File: config.mk
export PLATFORM = sky130hd
export DESIGN_NAME = amber_stg_ia_flat
export DESIGN_NICKNAME = d
export VERILOG_FILES = /design/src/rtl/amber_stg_ia_if.sv /design/src/rtl/amber_stg_ia.sv /design/src/flat_wrapper.sv
export SDC_FILE = /design/constraint.sdc
export NUM_CORES = 1
export LEC_CHECK = 0
export CORE_ASPECT_RATIO = 0.8
export CORE_MARGIN = 3
export CORE_UTILIZATION = 45
export CTS_CLUSTER_SIZE = 28
export DETAILED_ROUTE_END_ITERATION = 7
export PLACE_DENSITY = 0.85
export SKIP_CTS_REPAIR_TIMING = 1
export SYNTH_ARGS = -nofsm -noshare
export SYNTH_HDL_FRONTEND = slang
export SYNTH_SLANG_ARGS = --single-unit
File: constraint.sdc
create_clock -name iw_clk -period 2.75 [get_ports iw_clk]
set_clock_uncertainty 0.05 [all_clocks]
set_input_delay 0.275 -clock iw_clk [delete_from_list [all_inputs] [get_ports iw_clk]]
set_output_delay 0.275 -clock iw_clk [all_outputs]
set_load 0.01 [all_outputs]
File: src/rtl/amber_stg_ia_if.sv
// Fetch-stage bus bundle: pipeline control inputs, instruction-memory port and decode-facing outputs.
// The master modport is the fetch stage; the slave modport is its surroundings (core + memory).
interface amber_stg_ia_if #(
  parameter int unsigned ADDR_WIDTH  = 48,
  parameter int unsigned INSTR_WIDTH = 24
);
  logic                   iw_stall;
  logic                   iw_flush;
  logic [ADDR_WIDTH-1:0]  iw_flush_pc;
  logic                   iw_halt;
  logic [ADDR_WIDTH-1:0]  ow_imem_addr;
  logic                   ow_imem_en;
  logic [INSTR_WIDTH-1:0] iw_imem_data;
  logic [ADDR_WIDTH-1:0]  ow_if_pc;
  logic [INSTR_WIDTH-1:0] ow_if_instr;
  logic                   ow_if_valid;
  logic                   ow_halted;

  modport master (
    input  iw_stall, iw_flush, iw_flush_pc, iw_halt, iw_imem_data,
    output ow_imem_addr, ow_imem_en, ow_if_pc, ow_if_instr, ow_if_valid, ow_halted
  );

  modport slave (
    output iw_stall, iw_flush, iw_flush_pc, iw_halt, iw_imem_data,
    input  ow_imem_addr, ow_imem_en, ow_if_pc, ow_if_instr, ow_if_valid, ow_halted
  );
endinterface

File: src/rtl/amber_stg_ia.sv
// Instruction-address / fetch front end: owns the fetch PC, drives the synchronous
// instruction memory and hands {pc, instr, valid} to decode.
module amber_stg_ia #(
  parameter int unsigned           ADDR_WIDTH  = 48,
  parameter int unsigned           INSTR_WIDTH = 24,
  parameter logic [ADDR_WIDTH-1:0] RESET_PC    = '0,
  parameter logic [INSTR_WIDTH-1:0] NOP_WORD   = '0
) (
  input logic            iw_clk,
  input logic            iw_rst_n,
  amber_stg_ia_if.master bus
);

  // BOOT covers the first edge after reset, when memory data is not yet meaningful.
  typedef enum logic [1:0] {ST_BOOT, ST_RUN, ST_HALT} state_e;

  state_e                 state_q, state_d;
  logic [ADDR_WIDTH-1:0]  pc_q, pc_d;
  logic [ADDR_WIDTH-1:0]  if_pc_q, if_pc_d;
  logic                   if_valid_q, if_valid_d;

  always_ff @(posedge iw_clk or negedge iw_rst_n) begin
    if (!iw_rst_n) begin
      state_q    <= ST_BOOT;
      pc_q       <= RESET_PC;
      if_pc_q    <= RESET_PC;
      if_valid_q <= 1'b0;
    end else begin
      state_q    <= state_d;
      pc_q       <= pc_d;
      if_pc_q    <= if_pc_d;
      if_valid_q <= if_valid_d;
    end
  end

  // Priority: halted > halt > flush > stall > advance.
  always_comb begin
    state_d    = state_q;
    pc_d       = pc_q;
    if_pc_d    = if_pc_q;
    if_valid_d = if_valid_q;
    unique case (state_q)
      ST_HALT: if_valid_d = 1'b0;
      default: begin
        if (bus.iw_halt) begin
          state_d    = ST_HALT;
          if_valid_d = 1'b0;
        end else if (bus.iw_flush) begin
          state_d    = ST_RUN;
          pc_d       = bus.iw_flush_pc;
          if_valid_d = 1'b0;
        end else if (bus.iw_stall) begin
          state_d = state_q;
        end else if (state_q == ST_BOOT) begin
          state_d = ST_RUN;
        end else begin
          if_pc_d    = pc_q;
          if_valid_d = 1'b1;
          pc_d       = pc_q + ADDR_WIDTH'(1);
        end
      end
    endcase
  end

  // Memory output register only advances when enabled, which is what holds instr across a stall.
  assign bus.ow_imem_addr = pc_q;
  assign bus.ow_imem_en   = iw_rst_n & (state_q != ST_HALT) & (bus.iw_flush | ~bus.iw_stall);
  assign bus.ow_if_pc     = if_pc_q;
  assign bus.ow_if_valid  = if_valid_q;
  assign bus.ow_if_instr  = if_valid_q ? bus.iw_imem_data : NOP_WORD;
  assign bus.ow_halted    = (state_q == ST_HALT);

endmodule
File: src/flat_wrapper.sv
// flat-port wrapper written by rule: the top's interface ports become plain ports
module amber_stg_ia_flat 
#(
  parameter int unsigned           ADDR_WIDTH  = 48,
  parameter int unsigned           INSTR_WIDTH = 24,
  parameter logic [ADDR_WIDTH-1:0] RESET_PC    = '0,
  parameter logic [INSTR_WIDTH-1:0] NOP_WORD   = '0
)
  (iw_clk, iw_rst_n, bus_iw_stall, bus_iw_flush, bus_iw_flush_pc, bus_iw_halt, bus_iw_imem_data, bus_ow_imem_addr, bus_ow_imem_en, bus_ow_if_pc, bus_ow_if_instr, bus_ow_if_valid, bus_ow_halted);
  amber_stg_ia_if #(.ADDR_WIDTH(ADDR_WIDTH), .INSTR_WIDTH(INSTR_WIDTH)) bus_i ();
  input logic iw_clk;
  input logic iw_rst_n;
  input wire logic [$bits(bus_i.iw_stall)-1:0] bus_iw_stall;
  input wire logic [$bits(bus_i.iw_flush)-1:0] bus_iw_flush;
  input wire logic [$bits(bus_i.iw_flush_pc)-1:0] bus_iw_flush_pc;
  input wire logic [$bits(bus_i.iw_halt)-1:0] bus_iw_halt;
  input wire logic [$bits(bus_i.iw_imem_data)-1:0] bus_iw_imem_data;
  output wire logic [$bits(bus_i.ow_imem_addr)-1:0] bus_ow_imem_addr;
  output wire logic [$bits(bus_i.ow_imem_en)-1:0] bus_ow_imem_en;
  output wire logic [$bits(bus_i.ow_if_pc)-1:0] bus_ow_if_pc;
  output wire logic [$bits(bus_i.ow_if_instr)-1:0] bus_ow_if_instr;
  output wire logic [$bits(bus_i.ow_if_valid)-1:0] bus_ow_if_valid;
  output wire logic [$bits(bus_i.ow_halted)-1:0] bus_ow_halted;
  assign bus_i.iw_stall = bus_iw_stall;
  assign bus_i.iw_flush = bus_iw_flush;
  assign bus_i.iw_flush_pc = bus_iw_flush_pc;
  assign bus_i.iw_halt = bus_iw_halt;
  assign bus_i.iw_imem_data = bus_iw_imem_data;
  assign bus_ow_imem_addr = bus_i.ow_imem_addr;
  assign bus_ow_imem_en = bus_i.ow_imem_en;
  assign bus_ow_if_pc = bus_i.ow_if_pc;
  assign bus_ow_if_instr = bus_i.ow_if_instr;
  assign bus_ow_if_valid = bus_i.ow_if_valid;
  assign bus_ow_halted = bus_i.ow_halted;
  amber_stg_ia #(.ADDR_WIDTH(ADDR_WIDTH), .INSTR_WIDTH(INSTR_WIDTH), .RESET_PC(RESET_PC), .NOP_WORD(NOP_WORD)) u_core (.iw_clk(iw_clk), .iw_rst_n(iw_rst_n), .bus(bus_i));
endmodule
# Word-level counts from Yosys, hierarchy flattened
# Index checks and enable logic that the tools add are counted.
# Widths: inputs -> output; s select.
# word_totals
regBits	99
latchBits	0
ramBits	0
romBits	0
in_bits	77
output_inout_bits	123
wordCells	39
n_memories	0
# classes
addsub	1
multipliers	0
div_mod_pow	0
magnitude_cmp	0
eq_ne	7
shift	0
muxes	13
n_bitwise	8
reduce_logical	6
# ops
op	count
$mux 48	3
$add 48x1->48 const B	1
$mux 24	1
$mux 2	4
$mux 1	5
$not 1->1	5
$reduce_and 5->1	1
$ne 2x2->1 const B	2
$ne 4x1->1 const B	1
$ne 4x4->1 const B	1
$reduce_and 4->1	1
$ne 3x1->1 const B	1
$reduce_and 3->1	1
$reduce_bool 3->1	1
$and 1x1->1	2
$eq 2x2->1 const B	1
$logic_not 2->1	1
$ne 2x1->1 const B	1
$reduce_and 2->1	1
$or 1x1->1	1

# Logic depth before layout (Yosys ltp)
# depth
depth_word	6
mapped_depth	7
depth_no_buf	6

# Worst setup path before layout
# No wires, ideal clock.
# synth_path
path_kind	register -> register
from	register u_core.pc_q[8] (netlist: u_core.bus.ow_imem_addr[8])
to	register u_core.pc_q[23] (netlist: u_core.bus.ow_imem_addr[23])
setup_ns	0.133
t_arrival_ns	1.961
required_time_ns	2.567
path_slack_ns	0.606
stages_incl_launch_ff	8
path_buffers	2
period_less_slack_ns	2.144
cell_sequence	dfrtp_1 > clkbuf_2 > nand4_2 > or4_1 > buf_2 > or4_4 > o21ai_2 > a21oi_2
# synth_via
elab_chain_len	4
# synth_lines
element	line	rtl
start, declared	amber_stg_ia.sv:18	logic [ADDR_WIDTH-1:0] pc_q, pc_d;
start signal, assigned	amber_stg_ia.sv:30	pc_q <= pc_d;
$add 48x1->48	amber_stg_ia.sv:59	pc_d = pc_q + ADDR_WIDTH'(1);
$mux 48	amber_stg_ia.sv:54	end else if (state_q == ST_BOOT) begin
$mux 48	amber_stg_ia.sv:52	end else if (bus.iw_stall) begin
$mux 48	amber_stg_ia.sv:48	end else if (bus.iw_flush) begin
# Every way passes these cells. The select of a mux whose other input is x is not followed.
# A chain may end at the register's enable or synchronous reset.

# Final worst setup path
# layout_path
from	register u_core.pc_q[0] (netlist: u_core.bus.ow_imem_addr[0])
to	register u_core.pc_q[36] (netlist: u_core.bus.ow_imem_addr[36])
# Same word-level chain as after synthesis.

==> out/results.ini <==
[timing]
hold_violations=0
setup_violations=0
tns_ps=0
fmax_mhz=425.4
finalCritPeriodShare_pct=85.48
rsz0062_at_grt=no
slew_viol_final=0
slew_headroom_pct=44.18
fin_crit_ps=2351
tightestPinTransition_ps=837.3

[yosys]
yosysWarnings=0
async_flop_share_pct=100.0
yosysTopAreaCell=dfrtp_1
synth_top_family_by_area=simple AND/OR/NAND/NOR gates
synth_top_area_share_pct=46.88
synthMuxAreaShare_pct=0.5682
ys_top_cells_by_count=nand2_1, dfrtp_1, a21oi_1
syn_inst=639
synth_seq_cells=99
synthMostInstantiatedCell=nand2_1
synth_fa_ha_area_share_pct=0.2367
synth.area.top_cells=dfrtp_1, nand2_1, a21oi_1
synth_area_um2=5285
synth_xor_area_share_pct=0
synth_compound_area_share_pct=17.14
synthSimpleGateAreaFrac_pct=31.01
synth_edf_count=0
synth.distinct_cells=53
syn_area_per_cell_um2=8.271
synthFlopType=dfrtp_1
yosysSeqAreaShare_pct=46.88
synth_fp_nets=717

[power]
power_density_nw_per_um2=412.4
p_leak_nw=3.335
ir_worst_vdd_uv=363.0

[global_routing]
grt_use_met1_pct=34.61
grt_pass1_vias=5452
antenna_found_initial=0
grt-busiest-layer=met2
grt_pass1_wl_mm=28.47
track_usage_pct=27.11
met3_usage_pct=8.545
grt-ovfl-total=0
use_met2_pct=45.33
grt_max_degree=65

[setup_path]
worstSetupEndpoint=u_core.bus.ow_imem_addr[36]$_DFFE_PN0P_
critPathMaxStageDelay_ps=440
crit_path_cell_trace=ha_1 > nand4_1 > nor3_1 > and4_1 > a311oi_1 > a311oi_1
cp_top_family=simple AND/OR/NAND/NOR gates
critPathMostFrequentCell=a311oi_1
timing_worst_setup_path_type=reg2reg
reg2reg_from=u_core.bus.ow_imem_addr[0]$_DFFE_PN0P_
reg2reg_slack_ps=400
crit_fanout=6
ff2ff_path_depth=6
cp.buffers_inverters=0
endpoint_kind=register
timing.rr.end=u_core.bus.ow_imem_addr[36]$_DFFE_PN0P_
crit_path_start_kind=register
cp.depth=6
required_ps=2940
startpoint=u_core.bus.ow_imem_addr[0]$_DFFE_PN0P_
critical-path-slowest-cell=dfrtp_1
arrival_ps=2540

[layout]
area_growth_pct=47.21
fin_cells=969
n_fill_cell=849
antenna_cells=0
layout.nets=898
seq_area_um2=2477
drive_gt1_share_pct=6.545
multi_input_area_um2=2600

[floorplanning]
die_area_um2=13090
io_pins=200
start_util_pct=47.42
die_y_um=102.9
die_w_um=127.2
core-area_um2=11150
rows=34

[drt]
drt_wl_total_mm=17.88
via_count=5617
viasPerCell=5.797
drt_iter0_markers=429
post_drt_wl_per_cell_um=18.45
drt_first_pass_iters=5
ant_nets=0
drc=0

[worst_hold_path]
worstHoldPathType=in2reg

[job]
cap_violations=0

[clock_tree]
clkSinkCount=99
cts.path.max_buffers=2
clkTransAtPathRegs_ps=70
htree_levels=3
cts_buffers=9
cts_tree=done
cts-root-buf=clkbuf_16
worstSkewPairLatency_ps=350

[place]
dp.cells=952
dp_hpwl_mm=12.99
io_buffers=199
place.gp.congestion=0.8720

[run_status]
status=completed

-- how the worst min path moves through the flow --
stage	startpoint	endpoint	cells after the start
CTS	iw_rst_n	u_core.bus.ow_if_pc[22]$_DFFE_PN0P_	2
detailed placement	iw_rst_n	u_core.bus.ow_if_pc[22]$_DFFE_PN0P_	2
global placement	iw_rst_n	u_core.bus.ow_if_pc[22]$_DFFE_PN0P_	2
global route	u_core.bus.ow_if_pc[41]$_DFFE_PN0P_	u_core.bus.ow_if_pc[41]$_DFFE_PN0P_	2
floorplan	iw_rst_n	u_core.bus.ow_if_pc[0]$_DFFE_PN0P_	0
finish	bus_iw_flush	u_core.bus.ow_if_valid$_DFFE_PN0P_	3
-- worst min-delay path: stages --
cell	delay (ps)
buf_2	110
buf_4	280
nor3_1	100
-- layout make-up --
| cell class | count | share of cell area (%) |
|---|---|---|
| Tap cell | 144 | 2.316 |
| Inverter | 8 | 0.3860 |
| Multi-Input combinational cell | 485 | 33.42 |
| Clock buffer | 11 | 2.991 |
| Clock inverter | 5 | 1.608 |
| Timing Repair Buffer | 217 | 27.44 |
| Sequential cell | 99 | 31.84 |
-- state kept, by name, summed over array words and instances (netlist names) --
signal / flops
u_core.state_q: 2
u_core.bus.ow_if_valid: 1
u_core.bus.ow_if_pc: 48
u_core.bus.ow_imem_addr: 48
-- cells in the final DEF, fill, tap and decap left out, drive strengths merged, types with 11 or more instances in the layout --
cell / netlist / layout
clkbuf: 38 / 11
and2: 30 / 30
nor2: 26 / 26
nand3: 27 / 27
nor3: 18 / 18
o21ai: 41 / 41
or3: 15 / 15
buf: 9 / 19
clkdlybuf4s50: 0 / 197
nand2: 169 / 169
nand4: 13 / 13
dfrtp: 99 / 99
a21oi: 42 / 42
a211oi: 11 / 11
and3: 11 / 11
-- power by group --
group	switching, W	internal, W
sequential	0.000000957	0.00146
combinational	0.0000954	0.000121
clock	0.000555	0.000981
total	0.000651	0.00256
-- metrics by stage --
| step | area [um2] | power (W) | worst slack [ps] | hold WS [ps] | utilization (%) |
|---|---|---|---|---|---|
| after floorplan | 5285 | 0.001539 | 605.8 | -70.59 | - |
| after detailed placement | 7412 | 0.001698 | 448.2 | 344.1 | 66.50 |
| after global routing | 7780 | 0.003306 | 235.6 | 440.7 | 69.80 |
| final | 7780 | 0.003209 | 399.4 | 422.0 | 69.80 |
| after CTS | 7770 | 0.003221 | 451.5 | -25.50 | 69.71 |
| after global placement | 7412 | 0.001695 | 553.7 | 344.5 | 66.50 |
-- layer usage --
metal	wire length, um	up-vias
li1	-	2622
met3	2030	28
met1	7095	2617
met4	290	0
met5	0	-
met2	8460	350
-- cell families (layout without fill, tap and decap cells) --
family                   after synthesis  in the layout
flip-flops                            99             99
AO/OA/AOI/OAI                        144            144
buffers and inverters                 55            241
multiplexers                           3              3
AND/OR/NAND/NOR                      337            337
adder cells (fa/ha/maj)                1              1
No activity file was read; power rests on OpenSTA's default activity.
